$ cat src/rtl/gate_sweep_ctrl.sv
// Self-test sequencer for small combinational gates: walks every input vector,
// lets it settle, and compares the gate output against a latched truth table.
module gate_sweep_ctrl #(
    parameter int N_IN   = 2,
    parameter int SETTLE = 2,
    localparam int NV    = 2 ** N_IN
) (
    input  logic              clk,
    input  logic              rst,
    input  logic              start,
    input  logic              abort,
    input  logic [NV-1:0]     exp_tt,
    output logic [N_IN-1:0]   dut_in,
    input  logic              dut_out,
    output logic              busy,
    output logic              done,
    output logic              pass,
    output logic [NV-1:0]     fail_mask,
    output logic [N_IN:0]     fail_count
);

    typedef enum logic [1:0] {
        ST_IDLE,
        ST_SETTLE,
        ST_CHECK,
        ST_FINISH
    } state_t;

    state_t            state;
    logic [N_IN-1:0]   vec;
    logic [3:0]        wait_cnt;
    logic [NV-1:0]     tt;
    logic              mismatch;
    logic              last_vec;
    logic              settled;

    // X/Z on dut_out is not distinguished here; a plain XOR is all synthesis needs.
    assign mismatch = dut_out ^ tt[vec];
    assign last_vec = (vec == N_IN'(NV - 1));
    assign settled  = (wait_cnt == 4'(SETTLE - 1));

    always_ff @(posedge clk or posedge rst) begin
        if (rst) begin
            state      <= ST_IDLE;
            vec        <= '0;
            wait_cnt   <= '0;
            tt         <= '0;
            dut_in     <= '0;
            busy       <= 1'b0;
            done       <= 1'b0;
            pass       <= 1'b0;
            fail_mask  <= '0;
            fail_count <= '0;
        end else begin
            done <= 1'b0;
            case (state)
                ST_IDLE: begin
                    if (start && !abort) begin
                        tt         <= exp_tt;
                        vec        <= '0;
                        dut_in     <= '0;
                        wait_cnt   <= '0;
                        pass       <= 1'b0;
                        fail_mask  <= '0;
                        fail_count <= '0;
                        busy       <= 1'b1;
                        state      <= ST_SETTLE;
                    end
                end

                ST_SETTLE: begin
                    if (abort) begin
                        state  <= ST_IDLE;
                        busy   <= 1'b0;
                        dut_in <= '0;
                        pass   <= 1'b0;
                    end else begin
                        wait_cnt <= wait_cnt + 4'd1;
                        if (settled) begin
                            state <= ST_CHECK;
                        end
                    end
                end

                ST_CHECK: begin
                    // A mismatch seen in this cycle is kept even if the sweep aborts now.
                    if (mismatch) begin
                        fail_mask[vec] <= 1'b1;
                        fail_count     <= fail_count + (N_IN + 1)'(1);
                    end
                    if (abort) begin
                        state  <= ST_IDLE;
                        busy   <= 1'b0;
                        dut_in <= '0;
                        pass   <= 1'b0;
                    end else if (last_vec) begin
                        state <= ST_FINISH;
                        done  <= 1'b1;
                        pass  <= (fail_count == '0) && !mismatch;
                    end else begin
                        vec      <= vec + N_IN'(1);
                        dut_in   <= vec + N_IN'(1);
                        wait_cnt <= '0;
                        state    <= ST_SETTLE;
                    end
                end

                ST_FINISH: begin
                    state  <= ST_IDLE;
                    busy   <= 1'b0;
                    dut_in <= '0;
                    if (abort) begin
                        pass <= 1'b0;
                    end
                end

                default: begin
                    state <= ST_IDLE;
                end
            endcase
        end
    end

endmodule

$ cat config.mk
export PLATFORM = sky130hd
export DESIGN_NAME = gate_sweep_ctrl
export DESIGN_NICKNAME = d
export VERILOG_FILES = /design/src/rtl/gate_sweep_ctrl.sv
export SDC_FILE = /design/constraint.sdc
export NUM_CORES = 1
export LEC_CHECK = 0
export BUFFER_PORTS_ARGS = -buffer_cell sky130_fd_sc_hd__buf_2
export CORE_ASPECT_RATIO = 1.5
export CORE_MARGIN = 10
export CORE_UTILIZATION = 47
export CTS_CLUSTER_DIAMETER = 30
export DETAILED_ROUTE_END_ITERATION = 8
export PLACE_DENSITY = 0.65
export RECOVER_POWER = 50
export SLEW_MARGIN = 20
export SYNTH_ARGS = -nofsm -noshare
export SYNTH_HDL_FRONTEND = slang
export SYNTH_SLANG_ARGS = --single-unit
$ cat constraint.sdc
create_clock -name clk -period 2.21 [get_ports clk]
set_input_delay 0.221 -clock clk [delete_from_list [all_inputs] [get_ports clk]]
set_output_delay 0.221 -clock clk [all_outputs]
set_load 0.005 [all_outputs]
==> results.yml <==
timing:
  finalMaxSlewViolations: 0
  fin_crit_ns: 1.946
  post-route-period-util_pct: 88.06
  setup_viol: 0
  rsz0062_at_grt: "no"
  worst_pin_slew_ns: 1.271
  slew_headroom_pct: 15.28
  finalHoldViolations: 0
  skew_ns: 0.001102
  tns_ns: 0
  fmax_mhz: 513.8
floorplan:
  core_um2: 2913
  dieArea_um2: 5702
  ioPinCount: 21
  row_count: 24
  die_height_um: 87.62
  dieWidth_um: 65.08
  start_util_pct: 49.18
clocking:
  clkSinkCount: 24
  numCtsBuffers: 3
  htreeDepth: 1
  cts.path.max_buffers: 2
  clk_latency_ns: 0.27
  cts-root-buf: "clkbuf_8"
  clk_pin_slew_ns: 0.08
  cts_tree: "yes"
placement:
  io_buffers: 20
  dp_hpwl_mm: 2.163
  place_congestion: 0.7600
synth:
  syn_area_um2: 1433
  avgSynthCellArea_um2: 9.949
  ys_seq_area_share_pct: 41.92
  synth_seq_cells: 24
  postSynthCellCount: 144
  synth_nets: 166
  synth.distinct_cells: 32
  ys_warn_count: 0
power:
  p_leak_nw: 0.7827
  pwr-share-clk_pct: 17.8
  netSwitchingPower_mw: 0.6275
  powerDensity_nw_per_um2: 1033
  seq_power_share_pct: 39.6
  p_sw_share_pct: 37.33
  intPower_mw: 1.053
  power_frac_comb_pct: 42.6
  ir_worst_vdd_uv: 685.3
grt:
  track_usage_pct: 10.26
  grt_max_degree: 25
  grt_pass1_wl_mm: 4.843
  antenna_found_initial: 0
  overflow: 0
  grt_pass1_vias: 1125
detailed_routing:
  wl_per_cell_um: 13.67
  drt_iter0_drc: 29
  vias: 1068
  dr.pass1.iters: 4
  drc: 0
  via_per_inst: 5.210
  drtAntennaViolNets: 0
  finalWirelength_mm: 2.802
job:
  cap_violations: 0
finish:
  layout_commonest_cell: "dfrtp_1"
  num_antenna_cells: 0
  multiInputGateArea_um2: 767.0
  fill_cells: 283
  drive_above_1_share_pct: 18.07
  ff_latch_area_um2: 600.6
  area_growth_pct: 13.54
  final_core_util_pct: 55.84
  fin_nets: 189
  final_cell_mix: "dfrtp_1 (24), nand2_1 (20), buf_2 (14)"
worst_setup_path:
  critPathKind: "reg -> reg"
  crit_arrival_ns: 2.11
  crit_required_ns: 2.37
  critPathCaptureType: "flop"
  critPathLaunchType: "flop"
  cp_max_fo: 13
  reg2reg_slack_ns: 0.26
run_status:
  status: "complete, no violations"
worst_hold_path:
  min_path_type: "in -> reg"
==> power groups by stage <==
stage / sequential [mW] / combinational [mW] / clock [mW]
global route: 0.682 / 0.813 / 0.322
floorplan: 0.656 / 0.552 / 0
global placement: 0.666 / 0.714 / 0
detailed placement: 0.674 / 0.732 / 0
CTS: 0.666 / 0.735 / 0.308
finish: 0.666 / 0.715 / 0.300
==> critical path, stage by stage, from the launching register on <==
cell	delay [ns]
dfrtp_1	0.39
inv_1	0.17
ha_1	0.42
inv_1	0.15
o21a_1	0.20
o21ai_0	0.16
mux2_2	0.35
==> logic make-up (layout without fill, tap and decap cells) <==
family          after synthesis  after routing  share of synthesized area, %
fa+ha+maj                    13             13                         11.35
compound gates               28             28                         13.62
flops                        24             24                         41.92
simple gates                 44             44                         15.28
buf+inv                      17             39                         4.541
xor+xnor                      2              2                         1.223
mux                          16             16                         12.05
==> cell usage after synthesis <==
library cell   n  area [um^2]
nand3_1        2        10.01
nand3b_1       1        7.510
ha_1          13        162.7
and2_1         2        12.51
buf_2          1        5.000
nor2b_1        1        6.260
dfrtp_1       24        600.6
and3_1         3        18.77
a221o_1        1        10.01
a22oi_1        2        15.01
a32oi_1        1        8.760
a21bo_2        1        10.01
mux2_2        10        112.6
a21o_1         2        15.01
nor3_1         2        10.01
o221ai_1       1        8.760
nor2_1         4        15.01
o221ai_2       1        15.01
nand4_1        2        12.51
buf_1          1        3.750
nand2_1       20        75.07
clkbuf_1       2        7.510
mux2i_1        6        60.06
nand2b_1       4        25.02
a32o_1         3        30.03
or3_1          1        6.260
inv_1         13        48.80
o21ai_0       12        60.06
xnor2_1        2        17.52
a21oi_1        3        15.01
o21a_1         1        7.510
nor4bb_1       2        20.02
==> sequential cells by signal, summed over array words and instances (netlist names) <==
signal	cells
fail_mask	4
dut_in	2
done	1
busy	1
pass	1
state	2
vec	2
fail_count	3
wait_cnt	4
tt	4
==> final cells by class <==
type | instances | area share, %
Inverter | 13 | 3.000
Tap cell | 39 | 3.000
Clock buffer | 4 | 3.385
Timing Repair Buffer | 22 | 6.538
Multi-Input combinational cell | 103 | 47.15
Sequential cell | 24 | 36.92
==> per-layer routing <==
metal	share of wire [%]	track usage [%]	vias up
met5	0	0	-
met4	0.89	3.516	0
met3	3.7	2.558	4
met2	47	17.63	21
met1	48	12.09	501
li1	-	-	542
==> stage by stage <==
stage          worst slack [ns]  std cells  power (mW)  hold WS, ns  instance area (um^2)
3_5_place_dp             0.2848        200       1.406       0.2844                  1573
4_1_cts                  0.2856        205       1.710       0.1799                  1638
2_1_floorplan            0.5931        144       1.208       0.2356                  1433
5_1_grt                 0.06240        205       1.817       0.1794                  1627
6_report                 0.2638        205       1.681       0.1814                  1627
3_3_place_gp             0.3453        200       1.380       0.2772                  1573
==> path summary, 6_finish.rpt <==
path | cells past startpoint | start | endpoint
min in group asynchronous | 4 | rst | vec[0]
worst max-delay path | 6 | state[0] | pass
worst min-delay path | 2 | exp_tt[2] | tt[2]
max in group asynchronous | 4 | rst | tt[2]
worst min register to register | 2 | fail_mask[3] | fail_mask[3]
worst max register to register | 6 | state[0] | pass
==> timing repair <==
action | 4_1_cts | 5_1_grt
hold buffers | 1 | 0
setup buffers | 0 | 0
gates resized for setup | 0 | 0
endpoints found under the hold margin | 24 | 0
No activity file was read; power rests on OpenSTA's default activity.
